File: config.mk
export PLATFORM = sky130hd
export DESIGN_NAME = cpu_sequencer
export DESIGN_NICKNAME = d
export VERILOG_FILES = /design/src/rtl/cpu_sequencer.sv
export SDC_FILE = /design/constraint.sdc
export NUM_CORES = 1
export LEC_CHECK = 0
export ABC_AREA = 1
export CAP_MARGIN = 20
export CORE_MARGIN = 8
export CORE_UTILIZATION = 52
export CTS_CLUSTER_DIAMETER = 60
export DETAILED_ROUTE_END_ITERATION = 12
export GPL_ROUTABILITY_DRIVEN = 0
export PLACE_DENSITY = 0.88
export SLEW_MARGIN = 20
export SYNTH_ARGS = -nofsm -noshare
export SYNTH_HDL_FRONTEND = slang
export SYNTH_SLANG_ARGS = --single-unit
File: constraint.sdc
create_clock -name clk -period 1.8 [get_ports clk]
set_clock_uncertainty 0.15 [all_clocks]
set_input_delay 0.27 -clock clk [delete_from_list [all_inputs] [get_ports clk]]
set_output_delay 0.27 -clock clk [all_outputs]
set_load 0.1 [all_outputs]
File: src/rtl/cpu_sequencer.sv
`default_nettype none
// ============================================================================
// Module   : cpu_sequencer
// Brief    : Multicycle RV32I control sequencer with memory handshakes,
//            timeout-to-halt, single-step pause and cycle/retire counters.
// Revision : 1.0
// ============================================================================
module cpu_sequencer #(
    parameter int CNT_W   = 32,
    parameter int TIMEOUT = 255,
    parameter int TO_W    = 8
) (
    input  logic             clk,
    input  logic             rst,
    input  logic             run_en,
    input  logic             step_mode,
    input  logic             step,
    input  logic             imem_ack,
    input  logic             dmem_ack,
    input  logic             mem_access,
    input  logic             halt_req,
    input  logic             reg_write_en,
    output logic [2:0]       state,
    output logic             if_en,
    output logic             id_en,
    output logic             exe_en,
    output logic             mem_en,
    output logic             pc_en,
    output logic             wb_en,
    output logic             halted,
    output logic             bus_err,
    output logic [CNT_W-1:0] cycle_cnt,
    output logic [CNT_W-1:0] retired_cnt
);

    typedef enum logic [2:0] {
        S_IDLE    = 3'b000,
        S_FETCH   = 3'b001,
        S_DECODE  = 3'b010,
        S_EXECUTE = 3'b011,
        S_MEMORY  = 3'b100,
        S_WRITE   = 3'b101,
        S_PAUSE   = 3'b110,
        S_HALT    = 3'b111
    } state_t;

    localparam logic [TO_W-1:0] TO_LIMIT = TO_W'(TIMEOUT);

    state_t          state_q;
    state_t          state_d;
    logic [TO_W-1:0] wait_cnt;
    logic [TO_W-1:0] wait_d;
    logic            err_set;
    logic            active;

    always_ff @(posedge clk) begin
        if (rst) begin
            state_q     <= S_IDLE;
            wait_cnt    <= '0;
            bus_err     <= 1'b0;
            cycle_cnt   <= '0;
            retired_cnt <= '0;
        end else begin
            state_q  <= state_d;
            wait_cnt <= wait_d;
            if (err_set) begin
                bus_err <= 1'b1;
            end
            if (active) begin
                cycle_cnt <= cycle_cnt + CNT_W'(1);
            end
            if (state_q == S_WRITE) begin
                retired_cnt <= retired_cnt + CNT_W'(1);
            end
        end
    end

    // wait_cnt is only meaningful inside fetch/memory; every path into
    // those states passes through a branch that zeroes it.
    always_comb begin
        state_d = state_q;
        wait_d  = wait_cnt;
        err_set = 1'b0;
        case (state_q)
            S_IDLE: begin
                wait_d = '0;
                if (run_en) begin
                    state_d = S_FETCH;
                end
            end
            S_FETCH: begin
                if (imem_ack) begin
                    state_d = S_DECODE;
                end else if (wait_cnt == TO_LIMIT) begin
                    state_d = S_HALT;
                    err_set = 1'b1;
                end else begin
                    wait_d = wait_cnt + TO_W'(1);
                end
            end
            S_DECODE: begin
                state_d = halt_req ? S_HALT : S_EXECUTE;
            end
            S_EXECUTE: begin
                wait_d  = '0;
                state_d = S_MEMORY;
            end
            S_MEMORY: begin
                if (!mem_access || dmem_ack) begin
                    state_d = S_WRITE;
                end else if (wait_cnt == TO_LIMIT) begin
                    state_d = S_HALT;
                    err_set = 1'b1;
                end else begin
                    wait_d = wait_cnt + TO_W'(1);
                end
            end
            S_WRITE: begin
                wait_d = '0;
                if (step_mode) begin
                    state_d = S_PAUSE;
                end else if (!run_en) begin
                    state_d = S_IDLE;
                end else begin
                    state_d = S_FETCH;
                end
            end
            S_PAUSE: begin
                wait_d = '0;
                if (step || !step_mode) begin
                    state_d = run_en ? S_FETCH : S_IDLE;
                end
            end
            default: begin
                state_d = S_HALT;
            end
        endcase
    end

    always_comb begin
        active = 1'b0;
        case (state_q)
            S_FETCH, S_DECODE, S_EXECUTE, S_MEMORY, S_WRITE: active = 1'b1;
            default:                                         active = 1'b0;
        endcase
    end

    assign state  = state_q;
    assign if_en  = (state_q == S_FETCH);
    assign id_en  = (state_q == S_DECODE);
    assign exe_en = (state_q == S_EXECUTE) || (state_q == S_MEMORY) || (state_q == S_WRITE);
    assign mem_en = (state_q == S_MEMORY) || (state_q == S_WRITE);
    assign pc_en  = (state_q == S_WRITE);
    assign wb_en  = (state_q == S_WRITE) && reg_write_en;
    assign halted = (state_q == S_HALT);

endmodule
`default_nettype wire

==> impl_metrics.json, run 1 <==
{
  "die_x_um": 106,
  "required_ns": 1.91,
  "endpoint_kind": "register",
  "maxSlewViolCount": 0,
  "syn_area_mm2": 0.00422,
  "synth_top_area_share_pct": 36.1,
  "antenna_found_initial": 0,
  "rr_startpoint": "state[0]",
  "antenna_left": 0,
  "tritoncts": "done",
  "finalCritPeriodShare_pct": 104,
  "clockBufferDepth": 2,
  "fill_cells": 403,
  "postPlaceCellArea_mm2": 0.00625,
  "drv_cap": 0,
  "die_area_mm2": 0.0112,
  "postLayoutCellArea_mm2": 0.00682,
  "dp.cells": 863,
  "yosysWarnings": 0,
  "clock_sinks": 76,
  "antenna_cells": 0,
  "htree_levels": 3,
  "rsz0062_at_grt": "true",
  "setup_slack_ns": -0.0636,
  "grt_max_degree": 42,
  "yosysTopAreaCell": "dfxtp_1",
  "drc_errors": 0,
  "min_path_type": "reg2reg",
  "p_leak_nw": 2.63,
  "whs_ns": 0.344,
  "clock.fmax_mhz": 537,
  "port_buffers": 84,
  "r2r_cells": 10,
  "hp-start": "retired_cnt[5]",
  "status": "finished, violations left",
  "holdPathStages": 1,
  "grt_pass1_wl_um": 24400,
  "worstSetupStartpointType": "register",
  "cp_max_fo": 8,
  "fin_crit_ns": 1.86,
  "grt_pass1_vias": 5156,
  "cp-startpoint": "state[0]",
  "async_flop_share_pct": 0,
  "wl_per_cell_um": 18.5,
  "track_usage_pct": 26.0,
  "cp-endpoint": "wait_cnt[5]",
  "violations": "setup timing",
  "finalHoldViolCount": 0,
  "num_rows": 33,
  "die_h_um": 106,
  "drt_iter0_markers": 499,
  "fin_total_pwr_mw": 4.48,
  "r2r_setup_slack_ns": -0.06,
  "synthesis.nets": 680,
  "cts_buffers": 9,
  "path_clk_slew_ns": 0.09,
  "synth-main-ff-cell": "dfxtp_1",
  "setup_viol": 6,
  "netlist-cell-type-count": 35,
  "vdd_drop_max_uv": 587,
  "synth_area_leaders": "dfxtp_1 (36%), nand2_1 (15%), nor2_1 (11%)",
  "yosysSeqAreaShare_pct": 36.1,
  "clk_latency_ns": 0.35,
  "clk_root_buffer_cell": "clkbuf_8",
  "grt_overflow": 0,
  "critical_path_arrival_ns": 1.97,
  "finalNonFillerCells": 898,
  "vias": 5287,
  "slew_headroom_pct": 75.0,
  "avgViaCountPerCell": 5.89,
  "tns_ns": -0.192,
  "syn_area_per_cell_um2": 6.32,
  "power.density_mw_per_mm2": 656,
  "drive_above_1_share_pct": 32.0,
  "final_core_util_pct": 84.8,
  "drtPass1Iterations": 9,
  "hpwl_um": 10600,
  "synth_edf_count": 0,
  "setup.worst_path.class": "reg2reg",
  "ys_seq_elements": 76,
  "io_pins": 85,
  "nets": 801,
  "preCtsSetupSlack_ns": -0.0963,
  "area_growth_pct": 61.8,
  "r2r_end": "wait_cnt[5]",
  "initial_core_util_pct": 52.4,
  "core-area_mm2": 0.00805,
  "syn_inst": 667,
  "wl_um": 16600,
  "worst_pin_slew_ns": 0.373
}
-- flip-flops by register name (all words and copies together) (netlist names) --
| register | cells |
|---|---|
| cycle_cnt | 32 |
| retired_cnt | 32 |
| bus_err | 1 |
| state | 3 |
| wait_cnt | 8 |
-- Yosys cell counts, types with 4 or more instances --
library cell	instances
nor2_2	7
nor3_1	15
nor2_4	4
o21ai_0	20
nand3b_1	5
o21a_1	4
xor2_1	9
nand2_2	5
nand4_1	24
a21oi_1	40
clkbuf_1	7
inv_1	81
nor2_1	129
nand3_1	45
nand2_1	165
dfxtp_1	76
o21ai_1	4
-- final cells by class --
class / instances / area (um2) / area share, %
tap: 105 / 131 / 1.93
timing repair buffer: 119 / 1900 / 27.8
clock buffer: 11 / 131 / 1.93
clock inverter: 5 / 76.3 / 1.12
multi-input combinational: 497 / 2590 / 37.9
sequential: 76 / 1660 / 24.3
inverter: 85 / 339 / 4.97
-- cell families (layout without fill, tap and decap cells) --
| logic type | Yosys count | count (layout) | synth area share (%) |
|---|---|---|---|
| XOR/XNOR | 11 | 11 | 2.28 |
| flip-flops | 76 | 76 | 36.1 |
| AO/OA/AOI/OAI | 77 | 77 | 9.85 |
| adder cells (fa/ha/maj) | 3 | 3 | 0.890 |
| buffers and inverters | 94 | 220 | 8.57 |
| AND/OR/NAND/NOR | 406 | 406 | 42.3 |
-- how the worst min path moves through the flow --
stage | end | slack [ns]
after floorplan | wait_cnt[0] | 0.30
after global placement | retired_cnt[5] | 0.31
after detailed placement | cycle_cnt[11] | 0.32
after CTS | cycle_cnt[11] | 0.33
after global routing | retired_cnt[5] | 0.35
final | retired_cnt[5] | 0.34
-- metal layers --
layer	part of all wire, %	track usage (%)	vias to the layer above
met2	50	47.1	398
met1	35	27.8	2388
li1	-	-	2387
met4	5.1	12.8	0
met5	0	0	-
met3	9.5	5.75	114
-- repair_timing --
action	CTS	global route
setup buffers	7	12
hold buffers	0	0
pin swaps	6	22
gates cloned	0	0
gates resized for setup	22	37
endpoints found under the setup margin	13	56
-- critical path: stages, from the launching register on --
cell and delay (ns):
dfxtp_4 0.39, buf_6 0.15, inv_4 0.08, nand2_1 0.07, nor2_1 0.16, nand2_1 0.15, nand2_2 0.15, inv_2 0.07
nand2_4 0.10, nand2_1 0.08, a21oi_1 0.20
-- layout by cell type (no fill, tap or decap), drive strengths merged, types with 3 or more instances in the layout --
cell type | netlist | final
nand2 | 171 | 171
nor2 | 140 | 140
buf | 2 | 110
inv | 84 | 82
dfxtp | 76 | 76
nand3 | 46 | 46
a21oi | 40 | 40
nand4 | 24 | 24
o21ai | 24 | 24
nor3 | 17 | 17
clkbuf | 7 | 11
xor2 | 9 | 9
clkdlybuf4s50 | 0 | 9
nand3b | 5 | 5
o21a | 4 | 4
clkinvlp | 0 | 3
clkinv | 1 | 3
ha | 3 | 3
-- power by group --
group / internal, mW / leakage, nW / switching [mW]
clock network: 0.776 / 0.101 / 0.647
logic: 0.451 / 1.87 / 0.830
registers: 1.70 / 0.652 / 0.0709
No activity file was read; power rests on OpenSTA's default activity.
==> run 2: changes to the inputs <==
Settings changed: GPL_TIMING_DRIVEN set to 0, REMOVE_ABC_BUFFERS set to 1, SLEW_MARGIN 20 to 10.
==> run 2 against run 1 <==
Against the previous run: the run still ends with setup timing left; power fell by 7.3%; cell count fell by 1.8%; hold slack got worse by 0.013 ns; clock power is 9% lower; utilization shrank 14 points; flip-flop and latch count is the same; sequential share of layout area up 2.9 points; register-to-register slack better by 0.12 ns; global-route usage fell by 4.7 points; critical endpoint is now exe_en; largest power group unchanged; highest routed layer unchanged.
==> impl_metrics.json, run 2 (same netlist as run 1, synthesis figures left out) <==
{
  "port_buffers": 84,
  "grt_overflow": 0,
  "power.share.clock_pct": 31.0,
  "drive_above_1_share_pct": 22.1,
  "cp-endpoint": "exe_en",
  "hp-start": "rst",
  "wl_um": 13100,
  "rsz0062_at_grt": "true",
  "fin_crit_ns": 1.84,
  "drc_errors": 0,
  "worstSetupStartpointType": "register",
  "area_growth_pct": 34.7,
  "largestRegisters": "cycle_cnt x32, retired_cnt x32, wait_cnt x8",
  "power.density_mw_per_mm2": 731,
  "p_seq_share_pct": 43.4,
  "drtPass1Iterations": 5,
  "htree_levels": 3,
  "cp_max_fo": 8,
  "core-area_mm2": 0.00805,
  "clk_root_buffer_cell": "clkbuf_8",
  "comb_power_share_pct": 25.6,
  "power.internal_mw": 2.71,
  "violations": "setup timing",
  "maxSlewViolCount": 0,
  "whs_ns": 0.331,
  "fin_total_pwr_mw": 4.15,
  "rr_startpoint": "state[1]",
  "finalCritPeriodShare_pct": 102,
  "path_clk_slew_ns": 0.08,
  "tritoncts": "done",
  "final_common_cell": "nand2_1",
  "clk_latency_ns": 0.35,
  "ctsHoldBuffers": 0,
  "preCtsSetupSlack_ns": -1.03,
  "clock_sinks": 76,
  "antenna_left": 0,
  "antenna_cells": 0,
  "num_rows": 33,
  "clockBufferDepth": 2,
  "clock.fmax_mhz": 544,
  "initial_core_util_pct": 52.4,
  "layout.cells.most_common_list": "nand2_1 (160), nor2_1 (111), inv_1 (80)",
  "vdd_drop_max_uv": 411,
  "endpoint_kind": "output port",
  "track_usage_pct": 21.3,
  "holdPathStages": 2,
  "critical_path_arrival_ns": 1.42,
  "hpwl_um": 8620,
  "worst_pin_slew_ns": 0.755,
  "switchingPower_mw": 1.44,
  "setup_slack_ns": -0.0375,
  "io_pins": 85,
  "antenna_found_initial": 0,
  "cts_buffers": 9,
  "cp-startpoint": "state[1]",
  "r2r_end": "retired_cnt[26]",
  "vias": 4887,
  "p_leak_nw": 2.26,
  "setup_viol": 4,
  "required_ns": 1.38,
  "slew_headroom_pct": 49.7,
  "avgViaCountPerCell": 5.54,
  "grt_pass1_wl_um": 20300,
  "setup.worst_path.class": "reg2out",
  "r2r_setup_slack_ns": 0.06,
  "final_core_util_pct": 70.6,
  "min_path_type": "in2reg",
  "grt_max_degree": 47,
  "die_x_um": 106,
  "p_sw_share_pct": 34.7,
  "wl_per_cell_um": 14.9,
  "finalHoldViolCount": 0,
  "status": "finished, violations left",
  "drt_iter0_markers": 307,
  "die_h_um": 106,
  "nets": 786,
  "grt_pass1_vias": 4702,
  "r2r_cells": 10,
  "drv_cap": 0,
  "die_area_mm2": 0.0112
}
## run 2: cell count changes in the layout (fill, tap and decap cells not counted), moves of 17 or more
| cell | delta |
|---|---|
| buf_12 | -72 |
| buf_2 | +26 |
| clkdlybuf4s15_2 | +29 |
| dfxtp_1 | +55 |
| dfxtp_2 | -38 |
| dfxtp_4 | -17 |
## run 2: worst min-delay path by stage
stage	endpoint
after CTS	cycle_cnt[25]
after global routing	retired_cnt[12]
after global placement	wait_cnt[0]
final	cycle_cnt[25]
after floorplan	cycle_cnt[1]
after detailed placement	retired_cnt[5]
## run 2: cell type report
class                      instances  area (um2)
multi-input combinational        498        2530
fill                             635        2370
sequential                        76        1550
timing repair buffer             103         950
inverter                          85         332
clock buffer                      11         141
tap                              105         131
clock inverter                     4        50.0
## run 2: power groups by stage
stage | Sequential [mW] | Clock (mW) | Combinational (mW)
3_3_place_gp | 1.81 | 0 | 0.828
3_5_place_dp | 1.82 | 0 | 0.849
2_1_floorplan | 2.00 | 0 | 0.444
5_1_grt | 1.81 | 1.38 | 1.12
4_1_cts | 1.78 | 1.29 | 0.869
6_report | 1.80 | 1.29 | 1.06
## run 2: through the flow
stage,TNS (ns),cells,area [um2]
detailed placement,-34.65,847,5140
floorplan,-54.52,658,4180
global route,-0.888,882,5680
CTS,-0.0379,868,5520
global placement,-122.48,847,5150
finish,-0.0696,882,5680
## run 2: what timing repair did
action                     in CTS  in global routing
buffers inserted                6                 13
cloned                          0                  1
gates resized for setup       281                117
setup endpoints to repair     126                 87
hold endpoints to repair        0                  0
pin swaps                       1                 11
## run 2: critical path, stage by stage, from the launching register on
cell and delay (ns):
dfxtp_4 0.44, nand2_1 0.11, o21ai_2 0.18, inv_1 0.10, nand2_4 0.07, buf_12 0.17
## run 2: per-layer routing
layer / wire, um / up-vias / GRT usage (%)
met2: 6470 / 243 / 37.8
met5: 0 / - / 0
met4: 390 / 0 / 10.7
met1: 5320 / 2243 / 23.5
met3: 941 / 48 / 4.66
li1: - / 2353 / -
==> run 3: changes to the inputs <==
Settings changed: ABC_AREA 1 to not set, CORE_UTILIZATION 52 to 51, PLACE_DENSITY 0.88 to 0.87.
==> run 3 against run 2 <==
Against the previous run: the run still ends with setup timing left; sequential power is 2% lower; combinational power is 8% higher; cell area is 21% higher; first-iteration DRC count grew to 3.3 times the previous value; critical endpoint is now cycle_cnt[4]; hold slack better by 0.011 ns; non-clock buffer count is 87 higher; cell count is 12% lower; clock power is 14% higher; critical path depth is 2 higher.
==> impl_metrics.json, run 3 <==
{
  "required_ns": 1.87,
  "p_leak_nw": 2.56,
  "syn_inst": 490,
  "synth-main-ff-cell": "dfxtp_1",
  "clock_sinks": 76,
  "area_growth_pct": 71.3,
  "synth_top_cells_by_count": "dfxtp_1 (76), a21oi_1 (50), nand2_1 (35), nor2_1 (35), nand3_1 (29)",
  "endpoint_kind": "register",
  "hpwl_um": 7400,
  "finalHoldViolCount": 0,
  "rr_startpoint": "cycle_cnt[2]",
  "min_path_type": "reg2reg",
  "final_common_cell": "buf_4",
  "wl_um": 23200,
  "synth_edf_count": 0,
  "setup.worst_path.class": "reg2reg",
  "power.density_mw_per_mm2": 637,
  "drive_above_1_share_pct": 48.5,
  "critPathSlowestCell": "dfxtp_1",
  "tritoncts": "done",
  "die_h_um": 105,
  "netlist-cell-type-count": 47,
  "setup_viol": 85,
  "syn_area_per_cell_um2": 8.17,
  "finalNonFillerCells": 780,
  "vias": 5827,
  "drc_errors": 0,
  "cpPeakStageDelay_ns": 0.55,
  "clockBufferDepth": 2,
  "io_pins": 85,
  "yosysSeqAreaShare_pct": 38.0,
  "grt_pass1_vias": 5068,
  "drt_iter0_markers": 1019,
  "synth_top_area_share_pct": 38.0,
  "hp-start": "retired_cnt[31]",
  "cts_buffers": 9,
  "avgViaCountPerCell": 7.47,
  "cp_max_fo": 5,
  "fin_total_pwr_mw": 4.36,
  "grt_overflow": 0,
  "setup_slack_ns": -0.620,
  "num_rows": 32,
  "whs_ns": 0.342,
  "critical_path_arrival_ns": 2.49,
  "path_delay_family": "flip-flops",
  "port_buffers": 84,
  "core-area_mm2": 0.00765,
  "ys_seq_elements": 76,
  "ctsHoldBuffers": 0,
  "postLayoutCellArea_mm2": 0.00685,
  "fin_crit_ns": 2.42,
  "path_clk_slew_ns": 0.10,
  "cp-startpoint": "cycle_cnt[2]",
  "syn_area_mm2": 0.00400,
  "status": "finished, violations left",
  "postPlaceCellArea_mm2": 0.00486,
  "crit_chain": "a21boi_4 -> buf_6 -> buf_4 -> buf_4 -> nand4_1 -> xor2_1 -> nor2_1",
  "nets": 686,
  "antenna_cells": 0,
  "die_area_mm2": 0.0109,
  "yosysMostFrequentCell": "dfxtp_1",
  "dp.cells": 648,
  "initial_core_util_pct": 52.3,
  "antenna_left": 0,
  "violations": "setup timing",
  "final_core_util_pct": 89.6,
  "antenna_found_initial": 0,
  "worstSetupStartpointType": "register",
  "grt_max_degree": 85,
  "largestRegisters": "cycle_cnt x32, retired_cnt x32, wait_cnt x8",
  "yosysTopAreaCell": "dfxtp_1",
  "vdd_drop_max_uv": 589,
  "clock.fmax_mhz": 413,
  "async_flop_share_pct": 0,
  "slew_headroom_pct": 38.4,
  "synth_area_leaders": "dfxtp_1 (38%), a21oi_1 (6.3%), or4_1 (3.9%)",
  "preCtsSetupSlack_ns": -1.33,
  "layout.cells.most_common_list": "buf_4 (65), dfxtp_1 (46), a21oi_1 (45)",
  "path_buf_inv": 3,
  "die_x_um": 105,
  "tns_ns": -23.81,
  "wl_per_cell_um": 29.7,
  "finalCritPeriodShare_pct": 134,
  "grt_pass1_wl_um": 27100,
  "rsz0062_at_grt": "true",
  "cp_common_cell": "buf_4",
  "drtPass1Iterations": 6,
  "drv_cap": 0,
  "maxSlewViolCount": 0,
  "htree_levels": 3,
  "worst_pin_slew_ns": 0.924,
  "yosysWarnings": 0,
  "fill_cells": 277,
  "track_usage_pct": 29.8,
  "clk_root_buffer_cell": "clkbuf_8",
  "clk_latency_ns": 0.37
}
-- run 3: cell count changes after synthesis, moves of 11 or more --
cell	change
or4_1	+21
nand2_1	-130
o31ai_1	+19
clkbuf_1	+14
inv_1	-64
nor2_1	-94
or3_1	+24
and4_1	+11
nor4_1	+11
nand3_1	-16
-- run 3: worst paths after layout --
kind	cells past startpoint	endpoint	slack, ns
setup / recovery	7	cycle_cnt[4]	-0.62
hold / removal	2	retired_cnt[31]	0.34
setup reg to reg	7	cycle_cnt[4]	-0.62
hold reg to reg	2	retired_cnt[31]	0.34
-- run 3: layout make-up --
| type | count | area, um2 | share of cell area (%) |
|---|---|---|---|
| multi-input combinational | 379 | 3050 | 44.6 |
| timing repair buffer | 190 | 1810 | 26.4 |
| sequential | 76 | 1580 | 23.1 |
| clock buffer | 12 | 155 | 2.26 |
| tap | 102 | 128 | 1.86 |
| inverter | 17 | 75.1 | 1.10 |
| clock inverter | 4 | 47.5 | 0.694 |
-- run 3: cells by family (layout without fill, tap and decap cells) --
| group | Yosys count | after routing | share of synthesized area, % |
|---|---|---|---|
| flops | 76 | 76 | 38.0 |
| xor+xnor | 19 | 19 | 4.50 |
| simple gates | 222 | 232 | 31.8 |
| compound gates | 111 | 111 | 16.6 |
| fa+ha+maj | 3 | 3 | 0.938 |
| mux | 14 | 14 | 3.78 |
| buf+inv | 45 | 223 | 4.35 |
-- run 3: worst register-to-register path, delay by kind of cell (launching register included) --
family	cells	cell delay, ns
xor gates and xnor gates	1	0.54
and+or+nand+nor	2	0.31
AOI/OAI and AO/OA	1	0.37
buffers and inverters	3	0.33
DFF	1	0.55
-- run 3: layer usage --
| metal | global-route usage [%] | vias to the layer above | part of all wire [%] |
|---|---|---|---|
| li1 | - | 2222 | - |
| met1 | 34.3 | 2644 | 33 |
| met2 | 50.3 | 723 | 44 |
| met3 | 7.31 | 238 | 15 |
| met4 | 15.5 | 0 | 8.3 |
| met5 | 0 | - | 0 |
-- run 3: power breakdown --
part           switching [mW]  internal [mW]
combinational           0.710          0.425
sequential             0.0648           1.70
clock                   0.751          0.715
total                    1.53           2.84
-- run 3: repair_timing --
action	CTS	global route
pin swaps	59	43
endpoints found under the setup margin	150	111
resized for setup	410	148
setup buffers	76	32
gates cloned	10	0
==> RTL edit: new RTL, config.mk and constraints of run 1 <==
Change the parameter `TIMEOUT` from 255 to 127.
--- a/src/rtl/cpu_sequencer.sv
+++ b/src/rtl/cpu_sequencer.sv
@@ -7,7 +7,7 @@
 // ============================================================================
 module cpu_sequencer #(
     parameter int CNT_W   = 32,
-    parameter int TIMEOUT = 255,
+    parameter int TIMEOUT = 127,
     parameter int TO_W    = 8
 ) (
     input  logic             clk,
Function: no difference found for any inputs over 10 cycles, from zero or initial values and one cycle with rst high; that may be too few to reach the edited logic, so the function may still have changed.
==> RTL edit against run 1 <==
The flow still finishes with violations (setup timing); total power shrank 4.3%; setup slack lost 0.0066 ns; design area shrank 2.1%; hold slack lost 0.014 ns; area after synthesis grew 0.27%; core utilization shrank 1.8 points; wire length shrank 6.5%; via count shrank 0.15%; final cell count shrank 0.45%; sequential cell count is the same; highest routed layer unchanged.
==> RTL edit: results (changes against run 1) <==
iteration-0 DRC count of the detailed router=546 (+9.4%); Fillers=445 (+10%); uppermost layer routed=met4; Max-slew headroom=69.09% (-6.0 points); Synth top cells by count=nand2_1 (168), nor2_1 (130), inv_1 (84); Port Buffers=84 (unchanged); DRT met1 WL=5593 um (-4.6%); routed len/inst=17.33 um (-6.1%); Final WS setup=-0.07025 ns (-0.006637 ns); CTS Hold Bufs=0 (unchanged); first-pass GRT wire length=23890 um (-2.1%); H-tree depth=3 (unchanged); met3 routed WL=1382 um (-12%); # nets final=797 (-0.50%); Seq/Total Area, Yosys=35.98% (-0.096 points); ys flop type=dfxtp_1; Critical Path AT=1.45 ns (-0.52 ns); buffer count from post-CTS setup fixing=9 (+2); met2 Resource Use GR=44.15% (-2.9 points); status=finished, violations left; Post-DP HPWL=10360 um (-2.4%); Setup WS pre-CTS=0.05445 ns (+0.1508 ns); worst skew pair latency=0.37 ns (+0.02 ns); biggest regs=cycle_cnt (32), retired_cnt (32), wait_cnt (8); Static Leak=0.002585 uW (-1.6%); clk buf depth=2 (unchanged); clock transition at the registers of the reported paths=0.09 ns (about the same); clock root cell=clkbuf_8; share of cells above drive strength 1=30.42% (-1.6 points); asr flop ratio synth=0% (unchanged); setup violators final=7 (+1); M1 GR Usage=29.58% (+1.7 points); pin count of the biggest net entering global routing=47 (+12%); yosys warns=0 (unchanged); met3 usage=6.110% (+0.36 points); Syn Nets=685 (+0.74%); Hold WC Path Type=flip-flop to flip-flop; via count=5279 (-0.15%); GRT Total Usage=25.50% (-0.47 points); CP max FO=6 (-2); routed wire length on met2=7857 um (-5.3%); synth top area cells=dfxtp_1 (36%), nand2_1 (15%), nor2_1 (12%); violated checks=setup timing; CTS Buf Count=9 (unchanged); number of global-route vias before repair=4983 (-3.4%); Resized Gates After CTS=4 (-82%); drt pass-1 iters=8 (-1); Unique masters post-synth=34 (-2.9%); Antenna Cells=0 (unchanged); initial antenna violation count=0 (unchanged); VDD IR max=0.5194 mV (-12%)
-- RTL edit: cell count changes after synthesis, moves of 2 or more --
cell     delta
inv_1       +3
nand2_1     +3
nor2_2      -3
nor2_4      +2
o21ai_0     +2
o21ai_1     -2
-- RTL edit: logic make-up (layout without fill, tap and decap cells) --
kind of cell	count (synthesis)	after routing	share of synthesized area, %
buffers and inverters	97	214	8.669
xor gates and xnor gates	11	11	2.278
adders and majority gates	3	3	0.8877
DFF	76	76	35.98
AOI/OAI and AO/OA	77	77	9.852
and+or+nand+nor	408	408	42.34
-- RTL edit: metrics by stage --
stage	cell area [um2]	cells	setup TNS [ns]	util (%)	power [uW]
detailed placement	6225	861	0	77.31	2857
global route	6683	894	-1.251	83.00	4424
global placement	6225	861	0	77.31	2825
CTS	6505	886	-0.04038	80.79	4176
finish	6683	894	-0.1475	83.00	4286
floorplan	4456	672	-2.923	-	2506
-- RTL edit: final timing paths --
kind,startpoint,endpoint,slack [ns],cells past startpoint
worst min-delay path,retired_cnt[5],retired_cnt[5],0.33,1
worst min register to register,retired_cnt[5],retired_cnt[5],0.33,1
worst max-delay path,state[0],exe_en,-0.07,5
worst max register to register,state[0],wait_cnt[2],-0.02,11
-- RTL edit: worst max-delay path, cell delays in order (launching register included) --
cell	delay [ns]
dfxtp_4	0.39
buf_6	0.13
nand2_2	0.06
o21ai_2	0.18
or2_4	0.17
buf_12	0.16
-- RTL edit: final cells by class --
class                      count  area share [%]
clock buffer                  10           1.910
tap                          105           1.966
inverter                      88           5.093
clock inverter                 6          0.9549
sequential                    76           24.85
timing repair buffer         110           27.47
multi-input combinational    499           37.76
-- RTL edit: power by group --
group / leakage, uW / internal, uW / switching, uW
clock: 0.0000927 / 641 / 672
combinational: 0.00184 / 410 / 787
sequential: 0.000653 / 1700 / 73.8
